===== src/rtl/gm1_syndrome_decoder.sv =====
// Receive-side decoder for the (6,3) systematic block code: syndrome against a
// programmable parity-check matrix, single-bit correction, saturating statistics.
module gm1_syndrome_decoder #(
  parameter logic [5:0]  H1_DEF = 6'b001110,
  parameter logic [5:0]  H2_DEF = 6'b010101,
  parameter logic [5:0]  H3_DEF = 6'b100011,
  parameter int unsigned CNT_W  = 16
) (
  input  logic             clk,
  input  logic             rst_n,
  input  logic             en,
  input  logic [5:0]       h1,
  input  logic [5:0]       h2,
  input  logic [5:0]       h3,
  input  logic             cfg_load,
  output logic             cfg_ack,
  input  logic             in_valid,
  output logic             in_ready,
  input  logic [5:0]       in_word,
  output logic             out_valid,
  input  logic             out_ready,
  output logic [2:0]       out_msg,
  output logic [5:0]       out_word,
  output logic [2:0]       out_syn,
  output logic             out_corr,
  output logic             out_unc,
  output logic [2:0]       out_pos,
  output logic [CNT_W-1:0] cnt_corr,
  output logic [CNT_W-1:0] cnt_unc,
  input  logic             cnt_clr
);

  localparam logic [CNT_W-1:0] CNT_MAX = {CNT_W{1'b1}};
  localparam logic [CNT_W-1:0] CNT_ONE = CNT_W'(1);

  function automatic logic [2:0] calc_syn(input logic [5:0] w, input logic [5:0] r1,
                                          input logic [5:0] r2, input logic [5:0] r3);
    return {^(r3 & w), ^(r2 & w), ^(r1 & w)};
  endfunction

  function automatic logic [5:0] col_match(input logic [2:0] syn, input logic [5:0] r1,
                                           input logic [5:0] r2, input logic [5:0] r3);
    logic [5:0] m;
    for (int j = 0; j < 6; j++) begin
      m[j] = ({r3[j], r2[j], r1[j]} == syn);
    end
    return m;
  endfunction

  function automatic logic [2:0] onehot_pos(input logic [5:0] m);
    logic [2:0] p;
    case (m)
      6'b000001: p = 3'd0;
      6'b000010: p = 3'd1;
      6'b000100: p = 3'd2;
      6'b001000: p = 3'd3;
      6'b010000: p = 3'd4;
      6'b100000: p = 3'd5;
      default:   p = 3'd7;
    endcase
    return p;
  endfunction

  logic [5:0]       h1_r, h2_r, h3_r;
  logic             cfg_pending_r, cfg_ack_r;
  logic             s1_valid_r;
  logic [5:0]       s1_word_r;
  logic             s2_valid_r;
  logic [5:0]       s2_word_r;
  logic [2:0]       s2_syn_r;
  logic             s2_corr_r, s2_unc_r;
  logic [2:0]       s2_pos_r;
  logic [CNT_W-1:0] cnt_corr_r, cnt_unc_r;

  logic       s2_adv_s, s1_take_s, accept_s, handoff_s, cfg_write_s;
  logic [2:0] dec_syn_s, dec_pos_s;
  logic [5:0] dec_match_s, dec_word_s;
  logic       dec_single_s, dec_corr_s, dec_unc_s;

  assign s2_adv_s    = en & (~s2_valid_r | out_ready);
  assign s1_take_s   = en & (~s1_valid_r | s2_adv_s);
  assign in_ready    = s1_take_s & ~cfg_pending_r;
  assign accept_s    = in_valid & in_ready;
  assign handoff_s   = en & s2_valid_r & out_ready;
  assign cfg_write_s = cfg_pending_r & ~s1_valid_r & ~s2_valid_r;

  // Decode the S1 word; a syndrome hitting several columns is left uncorrected.
  always_comb begin
    dec_syn_s    = calc_syn(s1_word_r, h1_r, h2_r, h3_r);
    dec_match_s  = col_match(dec_syn_s, h1_r, h2_r, h3_r);
    dec_single_s = (dec_match_s != 6'd0) && ((dec_match_s & (dec_match_s - 6'd1)) == 6'd0);
    dec_word_s   = s1_word_r;
    dec_pos_s    = 3'd7;
    dec_corr_s   = 1'b0;
    dec_unc_s    = 1'b0;
    if (dec_syn_s == 3'd0) begin
      dec_corr_s = 1'b0;
      dec_unc_s  = 1'b0;
    end else if (dec_single_s) begin
      dec_word_s = s1_word_r ^ dec_match_s;
      dec_pos_s  = onehot_pos(dec_match_s);
      dec_corr_s = 1'b1;
    end else begin
      dec_unc_s = 1'b1;
    end
  end

  // Parity-check rows are only rewritten once both stages have drained.
  always_ff @(posedge clk or negedge rst_n) begin
    if (!rst_n) begin
      h1_r          <= H1_DEF;
      h2_r          <= H2_DEF;
      h3_r          <= H3_DEF;
      cfg_pending_r <= 1'b0;
      cfg_ack_r     <= 1'b0;
    end else if (en) begin
      if (cfg_write_s) begin
        h1_r          <= h1;
        h2_r          <= h2;
        h3_r          <= h3;
        cfg_pending_r <= 1'b0;
        cfg_ack_r     <= 1'b1;
      end else begin
        cfg_ack_r <= 1'b0;
        if (cfg_load) begin
          cfg_pending_r <= 1'b1;
        end
      end
    end
  end

  // Two-stage pipeline; S2 fields are frozen while the sink stalls.
  always_ff @(posedge clk or negedge rst_n) begin
    if (!rst_n) begin
      s1_valid_r <= 1'b0;
      s1_word_r  <= 6'd0;
      s2_valid_r <= 1'b0;
      s2_word_r  <= 6'd0;
      s2_syn_r   <= 3'd0;
      s2_corr_r  <= 1'b0;
      s2_unc_r   <= 1'b0;
      s2_pos_r   <= 3'd7;
    end else if (en) begin
      if (s1_take_s) begin
        s1_valid_r <= accept_s;
        if (accept_s) begin
          s1_word_r <= in_word;
        end
      end
      if (s2_adv_s) begin
        s2_valid_r <= s1_valid_r;
        if (s1_valid_r) begin
          s2_word_r <= dec_word_s;
          s2_syn_r  <= dec_syn_s;
          s2_corr_r <= dec_corr_s;
          s2_unc_r  <= dec_unc_s;
          s2_pos_r  <= dec_pos_s;
        end
      end
    end
  end

  // Saturating statistics; a clear wins over a same-cycle increment.
  always_ff @(posedge clk or negedge rst_n) begin
    if (!rst_n) begin
      cnt_corr_r <= '0;
      cnt_unc_r  <= '0;
    end else if (en) begin
      if (cnt_clr) begin
        cnt_corr_r <= '0;
        cnt_unc_r  <= '0;
      end else begin
        if (handoff_s && s2_corr_r && (cnt_corr_r != CNT_MAX)) begin
          cnt_corr_r <= cnt_corr_r + CNT_ONE;
        end
        if (handoff_s && s2_unc_r && (cnt_unc_r != CNT_MAX)) begin
          cnt_unc_r <= cnt_unc_r + CNT_ONE;
        end
      end
    end
  end

  assign cfg_ack   = cfg_ack_r;
  assign out_valid = s2_valid_r;
  assign out_word  = s2_word_r;
  assign out_msg   = s2_word_r[2:0];
  assign out_syn   = s2_syn_r;
  assign out_corr  = s2_corr_r;
  assign out_unc   = s2_unc_r;
  assign out_pos   = s2_pos_r;
  assign cnt_corr  = cnt_corr_r;
  assign cnt_unc   = cnt_unc_r;

endmodule


===== config.mk =====
export PLATFORM = sky130hd
export DESIGN_NAME = gm1_syndrome_decoder
export DESIGN_NICKNAME = d
export VERILOG_FILES = /design/src/rtl/gm1_syndrome_decoder.sv
export SDC_FILE = /design/constraint.sdc
export NUM_CORES = 1
export LEC_CHECK = 0
export CAP_MARGIN = 20
export CELL_PAD_IN_SITES_DETAIL_PLACEMENT = 2
export CELL_PAD_IN_SITES_GLOBAL_PLACEMENT = 2
export CORE_UTILIZATION = 33
export CTS_BUF_LIST = sky130_fd_sc_hd__clkbuf_4
export DETAILED_ROUTE_END_ITERATION = 10
export PLACE_DENSITY = 0.93
export SETUP_SLACK_MARGIN = 0.4
export SLEW_MARGIN = 20
export SYNTH_ARGS = -nofsm -noshare
export SYNTH_HDL_FRONTEND = slang
export SYNTH_SLANG_ARGS = --single-unit
export TNS_END_PERCENT = 20

===== constraint.sdc =====
create_clock -name clk -period 4.1 [get_ports clk]
set_clock_uncertainty 0.1 [all_clocks]
set_input_delay 0.615 -clock clk [delete_from_list [all_inputs] [get_ports clk]]
set_output_delay 0.615 -clock clk [all_outputs]
set_load 0.05 [all_outputs]

== After elaboration in Yosys (flattened, before gate mapping) ==
Cells that the tools add are included.
Word-level totals
  bits of input ports: 31
  logic and storage cells: 88
  register bits: 74
  output and inout bits: 52
Cells by class
  reduce and logical (&&, ||, !) cells: 22
  multiplexer cells: 16
  add/sub/neg operators: 3
  bitwise logic cells: 18
  eq/ne operators: 14
Operators with widths (number)
  $mux W16: 4
  $add A16 B1 Y16 const B: 2
  $ne A16 B16 Y1 const B: 2
  $and A6 B6 Y6: 4
  $eq A3 B3 Y1: 6
  $pmux W3 S6: 1
  $reduce_xor A6 Y1: 3
  $mux W6: 2
  $reduce_and A2 Y1: 6
  $and A1 B1 Y1: 8
  $mux W1: 7
  $eq A6 B1 Y1 const B: 1
  $eq A6 B2 Y1 const B: 1
  $eq A6 B3 Y1 const B: 1
  $eq A6 B4 Y1 const B: 1
  $eq A6 B5 Y1 const B: 1
  $eq A6 B6 Y1 const B: 1
  $logic_not A6 Y1: 1
  $mux W3: 2
  $reduce_and A3 Y1: 2
  $reduce_bool A2 Y1: 3
  $reduce_bool A6 Y1: 1
  $sub A6 B1 Y6 const B: 1
  $xor A6 B6 Y6: 1
  4 further kinds: 11

== Depth between registers and ports, before layout ==
Gate-level depths: netlist of the first run.
  depth after elaboration: 9
  mapped depth: 11
  depth with buffers taken out: 11

== Worst setup path after synthesis of the first run ==
No wires, ideal clock.
  path type: in2reg
  start point: in en
  end point: reg s1_word_r[0]
  setup time: 125 ps
  arrival time: 3032 ps
  required time: 3875 ps
  setup slack: 843 ps
  path buffers: 1
  cell stages on the path: 5
  path through: clkbuf_1 > inv_1 > a311oi_1 > nand2_1 > mux2_2
On the way
  cells in the longest elaborated chain, start to end: 6
Ends and longest elaborated chain
  start: declaration: RTL line 11  | input logic en,
  $and A1 B1 Y1: RTL line 80  | assign s2_adv_s = en & (~s2_valid_r | out_ready);
  $or A1 B1 Y1: RTL line 81  | assign s1_take_s = en & (~s1_valid_r | s2_adv_s);
  $and A1 B1 Y1 *: RTL line 81
  $and A1 B1 Y1 *: RTL line 82  | assign in_ready = s1_take_s & ~cfg_pending_r;
  net in_ready: RTL line 18  | output logic in_ready,
  $and A1 B1 Y1 *: RTL line 83  | assign accept_s = in_valid & in_ready;
  $reduce_and A3 Y1 (no line) *
  end signal: assignment: RTL line 147  | s1_word_r <= in_word;
  end: declaration: RTL line 67  | logic [5:0] s1_word_r;
Mark *: on every way through the listed nets, which the timed path passes. The rest lies on a longest branch.
A chain may end at the register's enable or synchronous reset.

== Worst setup path after layout of the first run ==
  start point: reg s1_word_r[2]
  end point: reg s2_word_r[0] (netlist: out_word[0])
On the way
  cells in the longest elaborated chain, start to end: 9
  elaborated cells on any way between the ends: 21
  classes of those cells: add/sub (1); eq/ne (6); mux (2); bitwise (5); reduce/logical (7)
Ends and longest elaborated chain
  $and A6 B6 Y6: RTL line 38  | return {^(r3 & w), ^(r2 & w), ^(r1 & w)};
  $reduce_xor A6 Y1: RTL line 38
  $eq A3 B3 Y1: RTL line 45  | m[j] = ({r3[j], r2[j], r1[j]} == syn);
  $sub A6 B1 Y6: RTL line 91  | dec_single_s = (dec_match_s != 6'd0) && ((dec_match_s & (dec_match_s - 6'd1)) == 6'd0);
  $and A6 B6 Y6: RTL line 91
  $logic_not A6 Y1: RTL line 91
  $logic_and A1 B1 Y1: RTL line 91
  $mux W6: RTL line 99  | end else if (dec_single_s) begin
  $mux W6 *: RTL line 96  | if (dec_syn_s == 3'd0) begin
  end signal: assignment: RTL line 153  | s2_word_r <= dec_word_s;
  end: declaration: RTL line 69  | logic [5:0] s2_word_r;
Every way passes the cells marked *; elsewhere a longest branch is shown, timed or not.

==> impl_metrics.csv, run 1 <==
group,metric,value,unit
synth,syn_inst,365,
clocking,htree_num_levels,3,
synth,synth_warnings,0,
worst_setup_path,required,4.36,ns
clocking,cts.sinks,74,
worst_setup_path,cpMostUsedCell,"xor2_1",
clocking,cts_setup_buffers,0,
layout,drive_gt1_frac,0.150,
clocking,cts_resized,0,
sta,fin_crit,3.33,ns
place,place.gp.congestion,0.742,
worst_setup_path,max_stage_delay,0.61,ns
clocking,clockBufferDepth,2,
worst_setup_path,r2r-start,"s1_word_r[2]$_DFFE_PN0P_",
clocking,cts_hold_buf,0,
floorplan,rows,38,
synth,ys_top_cells_by_area,"dfrtp_1, dfstp_2, mux2_2, xnor2_1, xor2_1",
synth,synth_enable_flop_cells,0,
place,io_buffers,82,
synth,postSynthAreaPerCell,10.4,µm²
worst_setup_path,start_kind,"flop",
floorplan,coreArea,0.0110,mm²
worst_setup_path,crit_type,"flop to flop",
worst_setup_path,ff2ff_path_depth,11,
layout,fill_cells,1218,
min_path,min_path_type,"input port to asynchronous set/reset pin",
global_routing,met3_usage,0.0611,
clocking,tritoncts,"built",
layout,multi_input_area,0.00187,mm²
worst_setup_path,reg2reg_to,"out_word[0]$_DFFE_PN0P_",
synth,synth_top_area_frac,0.408,
drt,dr_total_vias,3007,
layout,nets,480,
drt,wl_per_cell,18.6,µm
global_routing,gr-usage-met1,0.243,
status,status,"complete, no violations",
global_routing,grt_pass1_wl,18000,µm
synth,ys_ff_latch,74,
floorplan,ios,83,
sta,fin_crit_sh,0.813,
synth,syn_area,0.00380,mm²
floorplan,initial_core_util,0.344,
drt,vias_per_cell,5.08,
worst_setup_path,end_kind,"flop",
drt,firstDrtPassIters,4,
worst_setup_path,path_max_fanout,8,
worst_setup_path,cp_cell_sequence,"nand2_1 -> xor2_1 -> xnor3_4 -> xnor2_1 -> nor3_4 -> nor4b_1 -> a211oi_2 -> o211ai_2 -> nand3b_1 -> xor2_1 -> o21ai_1",
global_routing,grtUsageTotal,0.204,
drt,drtIter0Drc,50,
clocking,numCtsBuffers,9,
worst_setup_path,reg2reg_slack,0.77,ns
global_routing,gr-total-overflow,0,
clocking,clk_latency,0.46,ns
layout,diodes,0,
global_routing,grt_pass1_vias,3316,
synth,synth_common_cells,"dfrtp_1, nand2_1, nor2_1",
worst_setup_path,crit_arrival,3.59,ns
synth,dominantRegCellSynth,"dfrtp_1",
synth,synth_cell_types,42,
drt,drc,0,
synth,yosysMostFrequentCell,"dfrtp_1",
place,dpl.hpwl,8360,µm
sta,setup_viol,0,
global_routing,grt_max_degree,50,
clocking,cts.root.buffer_cell,"clkbuf_4",
floorplan,chipHeight,109,µm
synth,yosysTopAreaCell,"dfrtp_1",
sta,hold_slack,0.0709,ns
sta,rsz0062_at_grt,"no",
global_routing,grt_most_used_layer,"met2",
global_routing,grtUsageMet2,0.358,
synth,async_flop_share,1.00,
global_routing,antenna_found_initial,0,
layout,regArea,0.00187,mm²
floorplan,die_area,0.0119,mm²
sta,relSlewSlack,0.375,
synth,syn-num-nets,398,
clocking,clk_pin_slew,0.13,ns
synth,seq_area_frac_synth,0.491,
sta,hold_violations,0,
sta,max_freq,0.300,GHz
drt,ant_nets,0,
layout,syn_to_final_growth,29.8,%
run,cap_violations,0,
drt,totalWireLength,11000,µm
sta,tightest_slew,0.935,ns
worst_setup_path,crit_slowest_cell,"xnor3_4",
sta,final-max-slew-violation-count,0,
floorplan,die_w,109,µm
sta,tns,0,ns
registers in the layout, summed over array words and instances, names as in the netlist:
register / cells
out_pos: 3
out_word: 6
cfg_pending_r: 1
s1_valid_r: 1
out_unc: 1
cfg_ack: 1
h1_r: 6
out_valid: 1
h2_r: 6
s1_word_r: 6
cnt_unc: 16
out_syn: 3
out_corr: 1
h3_r: 6
cnt_corr: 16
through the flow:
stage	std cells	utilization	area, µm²	setup slack, ns
2_1_floorplan	365	-	3800	0.843
5_1_grt	592	0.447	4930	0.519
4_1_cts	592	0.447	4930	0.731
3_5_place_dp	576	0.431	4750	0.776
6_report	592	0.447	4930	0.767
3_3_place_gp	576	0.431	4750	0.870
how the worst max path moves through the flow:
stage                              from                  endpoint  slack, ns  cells after the start
2_1_floorplan                        en  s1_word_r[0]$_DFFE_PN0P_       0.84                      5
3_3_place_gp                         en                  in_ready       0.87                      4
3_5_place_dp        h2_r[2]$_DFFE_PN1P_   out_word[1]$_DFFE_PN0P_       0.78                     11
4_1_cts             h2_r[2]$_DFFE_PN1P_    out_pos[1]$_DFFE_PN1P_       0.73                     11
5_1_grt        s1_word_r[2]$_DFFE_PN0P_    out_pos[1]$_DFFE_PN1P_       0.52                     11
6_report       s1_word_r[2]$_DFFE_PN0P_   out_word[0]$_DFFE_PN0P_       0.77                     11
critical path, delay by kind of cell, from the launching register on:
kind	cells	cell delay, ns
DFF	1	0.52
xor gates and xnor gates	4	1.29
AOI/OAI and AO/OA	3	0.53
and+or+nand+nor	4	0.80
final cells by class:
class                   count  share of cell area
flip-flops and latches     74               0.379
well taps                 140              0.0355
clock inverters             7              0.0218
inverters                   2             0.00152
clock buffers               9              0.0137
repair buffers             84               0.169
multi-input cells         276               0.380
layer usage:
layer  up-vias  routed length [µm]
li1       1411                   -
met1      1539                4620
met2        49                5800
met3         8                 497
met4         0                  99
met5         -                   0
cells by family after synthesis:
logic type | Yosys count | share of synthesized area
compound gates | 34 | 0.0543
mux | 25 | 0.0741
flops | 74 | 0.491
fa+ha+maj | 2 | 0.00659
buf+inv | 15 | 0.0178
xor+xnor | 63 | 0.160
simple gates | 152 | 0.196
layout by cell type, fill, tap and decap left out, types with 4 or more instances in the layout:
master,synthesis,routed
dfstp_2,12,12
dfrtp_1,62,62
o21ai_0,16,16
xnor2_1,30,30
o21ai_1,5,5
nor3_1,10,10
clkbuf_4,0,9
nand3b_1,4,4
xor2_1,29,29
clkdlybuf4s50_1,0,81
nand3_1,11,11
nand2_1,54,54
nand4_1,9,9
mux2_2,25,25
nor2_1,41,41
Power of run 1 is not shown: default switching activity piles up to over one toggle a cycle in this logic, so the estimate is an artifact.
==> run 2: changes to the inputs <==
==> constraint.sdc (replaced) <==
create_clock -name clk -period 3.2 [get_ports clk]
set_clock_uncertainty 0.1 [all_clocks]
set_input_delay 0.48 -clock clk [delete_from_list [all_inputs] [get_ports clk]]
set_output_delay 0.48 -clock clk [all_outputs]
set_load 0.05 [all_outputs]
==> run 2 against run 1 <==
  * The flow now finishes with violations (negative setup slack)
  * First-iteration DRC count grew to 3.8 times the previous value
  * Critical path depth rose by 1
  * Cell count is 6.9% higher
  * Flip-flop and latch count unchanged
  * Setup slack lost 1.1 ns
  * Wire length increased by 68%
  * Hold slack improved by 0.31 ns
  * Critical endpoint is now out_word[3]$_DFFE_PN0P_
==> impl_metrics.csv, run 2 (synthesis results as in run 1) <==
group,metric,value,unit
layout,nets,520,
place,place.gp.congestion,0.793,
drt,drc,0,
clocking,clk_latency,0.48,ns
sta,setup_slack,-0.348,ns
worst_setup_path,ff2ff_path_depth,12,
clocking,cts.sinks,74,
place,postPlaceCellArea,0.00482,mm²
layout,syn_to_final_growth,50.8,%
layout,fin_util,0.519,
run,cap_violations,0,
floorplan,initial_core_util,0.344,
worst_setup_path,path_max_fanout,7,
floorplan,ios,83,
clocking,cts.root.buffer_cell,"clkbuf_4",
clocking,tritoncts,"built",
worst_setup_path,crit_slowest_cell,"dfstp_2",
place,io_buffers,82,
sta,fin_crit,3.55,ns
layout,fill_cells,1124,
floorplan,die_area,0.0119,mm²
global_routing,grt_pass1_wl,25300,µm
sta,tightest_slew,0.723,ns
clocking,clk_pin_slew,0.15,ns
worst_setup_path,cp_cell_sequence,"nand2_1 -> xnor2_2 -> xnor3_2 -> xnor2_1 -> nor3_4 -> buf_4 -> nor2_4 -> nand4b_1 -> o211ai_4 -> nand3b_1 -> xor2_1 -> o21ai_1",
drt,dr_total_vias,3512,
floorplan,coreArea,0.0110,mm²
place,dp.cells,585,
clocking,clockBufferDepth,2,
status,status,"finished with violations",
worst_setup_path,crit_arrival,3.85,ns
worst_setup_path,r2r-start,"h3_r[0]$_DFFE_PN1P_",
min_path,min_from,"out_pos[0]$_DFFE_PN1P_",
global_routing,grt_max_degree,30,
clocking,htree_num_levels,3,
worst_setup_path,max_stage_delay,0.59,ns
worst_setup_path,crit_type,"flop to flop",
min_path,min_path_type,"flop to flop",
sta,hold_slack,0.382,ns
worst_setup_path,reg2reg_slack,-0.35,ns
global_routing,antenna_found_initial,2,
clocking,numCtsBuffers,9,
place,dpl.hpwl,8870,µm
floorplan,rows,38,
drt,drtIter0Drc,189,
sta,relSlewSlack,0.515,
drt,ant_nets,0,
layout,drive_gt1_frac,0.339,
sta,final-max-slew-violation-count,0,
sta,fin_crit_sh,1.11,
sta,setup_viol,9,
min_path,hold_end,"out_pos[0]$_DFFE_PN1P_",
worst_setup_path,end_kind,"flop",
sta,hold_violations,0,
drt,totalWireLength,18500,µm
floorplan,chipHeight,109,µm
worst_setup_path,crit_family,"XOR/XNOR gates",
worst_setup_path,reg2reg_to,"out_word[3]$_DFFE_PN0P_",
drt,vias_per_cell,5.55,
worst_setup_path,required,3.50,ns
layout,stdcell_count,633,
global_routing,gr-total-overflow,0,
layout,layout_commonest_cell,"clkdlybuf4s50_1",
drt,firstDrtPassIters,4,
floorplan,die_w,109,µm
global_routing,grtUsageTotal,0.300,
status,violations,"negative setup slack",
layout,final_cell_area,0.00573,mm²
min_path,hold_depth,2,
sta,max_freq,0.282,GHz
sta,rsz0062_at_grt,"yes",
drt,wl_per_cell,29.3,µm
worst_setup_path,worst-path-buf-inv,1,
layout,mostFrequentLayoutCells,"clkdlybuf4s50_1, dfrtp_1, nand2_1, nor2_1, buf_4",
global_routing,grt_pass1_vias,3999,
worst_setup_path,start_kind,"flop",
==> run 2: what timing repair did <==
item | CTS | global route
resized for setup | 47 | 44
endpoints found under the hold margin | 27 | 0
pin swaps | 21 | 22
buffers inserted | 19 | 11
hold buffers | 1 | 0
setup endpoints to repair | 20 | 36
==> run 2: worst min-delay path: stages (launching register included) <==
cell     delay (ns)
dfstp_2        0.40
nand2_1        0.04
o21ai_1        0.06
==> run 2: through the flow <==
step / setup TNS, ns / setup slack [ns]
detailed placement: -1.09 / -0.201
floorplan: 0 / 0.354
global placement: 0 / 0.0570
finish: -2.14 / -0.348
global route: -3.61 / -0.477
CTS: -0.194 / -0.0693
==> run 2: cell type report <==
| type | instances | area [µm²] | area share |
|---|---|---|---|
| Multi-Input combinational cell | 276 | 2320 | 0.404 |
| Inverter | 2 | 7.51 | 0.00131 |
| Sequential cell | 74 | 1880 | 0.328 |
| Clock inverter | 7 | 108 | 0.0188 |
| Timing Repair Buffer | 124 | 1170 | 0.204 |
| Clock buffer | 9 | 67.6 | 0.0118 |
| Tap cell | 140 | 175 | 0.0306 |
| Antenna cell | 1 | 2.50 | 0.000437 |
==> run 2: worst max path at each step <==
stage / from / end / slack, ns / cells past startpoint
2_1_floorplan: h2_r[2]$_DFFE_PN1P_ / out_word[3]$_DFFE_PN0P_ / 0.35 / 11
3_3_place_gp: h2_r[2]$_DFFE_PN1P_ / out_pos[0]$_DFFE_PN1P_ / 0.06 / 11
3_5_place_dp: s1_word_r[5]$_DFFE_PN0P_ / out_word[1]$_DFFE_PN0P_ / -0.20 / 11
4_1_cts: h2_r[4]$_DFFE_PN1P_ / out_word[2]$_DFFE_PN0P_ / -0.07 / 12
5_1_grt: h3_r[0]$_DFFE_PN1P_ / out_word[3]$_DFFE_PN0P_ / -0.48 / 12
6_report: h3_r[0]$_DFFE_PN1P_ / out_word[3]$_DFFE_PN0P_ / -0.35 / 12
==> run 2: per-layer routing <==
layer | up-vias | track usage | wire [µm]
li1 | 1491 | - | -
met1 | 1828 | 0.362 | 7310
met2 | 142 | 0.506 | 9510
met3 | 51 | 0.0587 | 935
met4 | 0 | 0.161 | 765
met5 | - | 0 | 0
Power of run 2 is left out for the same reason.
==> run 3: changes to the inputs <==
--- a/config.mk
+++ b/config.mk
@@ -10,8 +10,9 @@
 export CELL_PAD_IN_SITES_GLOBAL_PLACEMENT = 2
 export CORE_UTILIZATION = 33
 export CTS_BUF_LIST = sky130_fd_sc_hd__clkbuf_4
+export CTS_CLUSTER_SIZE = 14
 export DETAILED_ROUTE_END_ITERATION = 10
-export PLACE_DENSITY = 0.93
+export PLACE_DENSITY = 0.79
 export SETUP_SLACK_MARGIN = 0.4
 export SLEW_MARGIN = 20
 export SYNTH_ARGS = -nofsm -noshare
==> run 3 against run 2 <==
  * The run still ends with negative setup slack left
  * Design area shrank 2.2%
  * Critical path depth grew 1
  * First-iteration DRC count shrank 27%
  * Setup slack gained 0.14 ns
  * Cell count grew 0.63%
  * Highest routed layer unchanged
==> impl_metrics.csv, run 3 (synthesis results as in run 1) <==
group,metric,value,unit
status,status,"finished with violations",
status,violations,"negative setup slack",
drt,dr_total_vias,3310,
drt,drtIter0Drc,138,
worst_setup_path,crit_slowest_cell,"xnor3_4",
layout,drive_gt1_frac,0.313,
min_path,min_path_type,"flop to flop",
layout,fin_util,0.508,
worst_setup_path,reg2reg_to,"out_word[1]$_DFFE_PN0P_",
clocking,numCtsBuffers,9,
min_path,min_from,"out_pos[2]$_DFFE_PN1P_",
drt,vias_per_cell,5.20,
run,cap_violations,0,
layout,stdcell_count,637,
clocking,htree_num_levels,3,
floorplan,initial_core_util,0.344,
layout,nets,524,
drt,ant_nets,0,
worst_setup_path,cpMostUsedCell,"xnor2_2",
sta,fin_crit,3.41,ns
layout,mostFrequentLayoutCells,"clkdlybuf4s50_1, dfrtp_1, nand2_1, buf_4, nor2_1",
worst_setup_path,worst-path-buf-inv,2,
floorplan,coreArea,0.0110,mm²
worst_setup_path,required,3.42,ns
worst_setup_path,r2r-start,"h2_r[4]$_DFFE_PN1P_",
floorplan,chipHeight,109,µm
worst_setup_path,reg2reg_slack,-0.21,ns
floorplan,rows,38,
min_path,hold_depth,2,
worst_setup_path,end_kind,"flop",
place,dp.cells,585,
worst_setup_path,start_kind,"flop",
global_routing,grtUsageTotal,0.226,
place,io_buffers,82,
sta,fin_crit_sh,1.07,
global_routing,grt_max_degree,42,
clocking,cts.root.buffer_cell,"clkbuf_4",
sta,hold_violations,0,
global_routing,gr-total-overflow,0,
clocking,clk_latency,0.45,ns
worst_setup_path,cp_cell_sequence,"nand2_2 -> xnor2_2 -> xnor3_4 -> buf_6 -> xnor2_2 -> nor3_4 -> buf_4 -> nor2_4 -> a211oi_4 -> o211ai_4 -> nand3b_1 -> xor2_1 -> o21ai_1",
clocking,tritoncts,"built",
sta,max_freq,0.293,GHz
sta,relSlewSlack,0.431,
place,place.gp.congestion,0.798,
place,dpl.hpwl,8250,µm
global_routing,grt_pass1_wl,19700,µm
layout,syn_to_final_growth,47.5,%
global_routing,antenna_found_initial,1,
drt,firstDrtPassIters,4,
clocking,cts.sinks,74,
worst_setup_path,crit_type,"flop to flop",
sta,setup_slack,-0.213,ns
layout,layout_commonest_cell,"clkdlybuf4s50_1",
worst_setup_path,crit_arrival,3.64,ns
clocking,clk_pin_slew,0.12,ns
worst_setup_path,max_stage_delay,0.60,ns
worst_setup_path,path_max_fanout,5,
drt,wl_per_cell,22.9,µm
worst_setup_path,ff2ff_path_depth,13,
drt,drc,0,
sta,setup_viol,9,
clocking,clockBufferDepth,2,
floorplan,die_area,0.0119,mm²
sta,tightest_slew,0.854,ns
worst_setup_path,crit_family,"XOR/XNOR gates",
min_path,hold_end,"out_pos[2]$_DFFE_PN1P_",
sta,rsz0062_at_grt,"yes",
floorplan,die_w,109,µm
global_routing,grt_pass1_vias,3633,
drt,totalWireLength,14600,µm
floorplan,ios,83,
sta,final-max-slew-violation-count,0,
-- run 3: cell types whose count changed in the layout (fill, tap and decap cells not counted), moves of 3 or more --
cell,previous run,this run
nand2_2,5,1
bufinv_16,3,0
dfrtp_1,51,57
xnor2_4,7,4
nand2_1,48,51
buf_4,34,38
dfrtp_2,11,5
-- run 3: worst max path at each step --
stage	start	to	slack, ns	depth (start not counted)
6_report	h2_r[4]$_DFFE_PN1P_	out_word[1]$_DFFE_PN0P_	-0.21	13
5_1_grt	h2_r[4]$_DFFE_PN1P_	out_word[1]$_DFFE_PN0P_	-0.39	13
3_3_place_gp	s1_word_r[3]$_DFFE_PN0P_	out_pos[0]$_DFFE_PN1P_	-0.03	11
2_1_floorplan	h2_r[2]$_DFFE_PN1P_	out_word[3]$_DFFE_PN0P_	0.35	11
3_5_place_dp	s1_word_r[3]$_DFFE_PN0P_	out_pos[1]$_DFFE_PN1P_	-0.1	11
4_1_cts	h2_r[2]$_DFFE_PN1P_	out_word[0]$_DFFE_PN0P_	0.06	11
-- run 3: repair_timing --
action                                  CTS  global route
setup buffers                            19            15
pin swaps                                14            14
endpoints found under the setup margin   15            21
resized for setup                        29            38
hold buffers                              1             0
hold endpoints to repair                  4             0
-- run 3: layout make-up --
class | count | area (µm²)
Fill cell | 1125 | 5430
Clock buffer | 11 | 82.6
Inverter | 2 | 7.51
Tap cell | 140 | 175
Clock inverter | 5 | 22.5
Timing Repair Buffer | 128 | 1220
Sequential cell | 74 | 1870
Multi-Input combinational cell | 276 | 2220
Antenna cell | 1 | 2.50
-- run 3: per-stage QoR --
step	setup slack [ns]	hold slack [ns]	cell area, µm²	setup TNS [ns]
after global placement	-0.0261	0.365	4830	-0.0261
final	-0.213	0.390	5600	-1.46
after CTS	0.0609	0.382	5270	0
after floorplan	0.354	0.0844	3800	0
after detailed placement	-0.0983	0.372	4830	-0.309
after global routing	-0.393	0.429	5600	-3.02
-- run 3: metal layers --
layer  up-vias  wire (µm)  track usage
met1      1709       6210        0.283
met5         -          0            0
met3        19        594       0.0421
met2        84       7480        0.390
met4         0        319       0.0781
li1       1498          -            -
-- run 3: tightest hold or removal path: stages, from the launching register on --
cell     delay, ns
dfstp_2       0.39
nand2_1       0.04
o21ai_0       0.07
Power of run 3 is left out for the same reason.
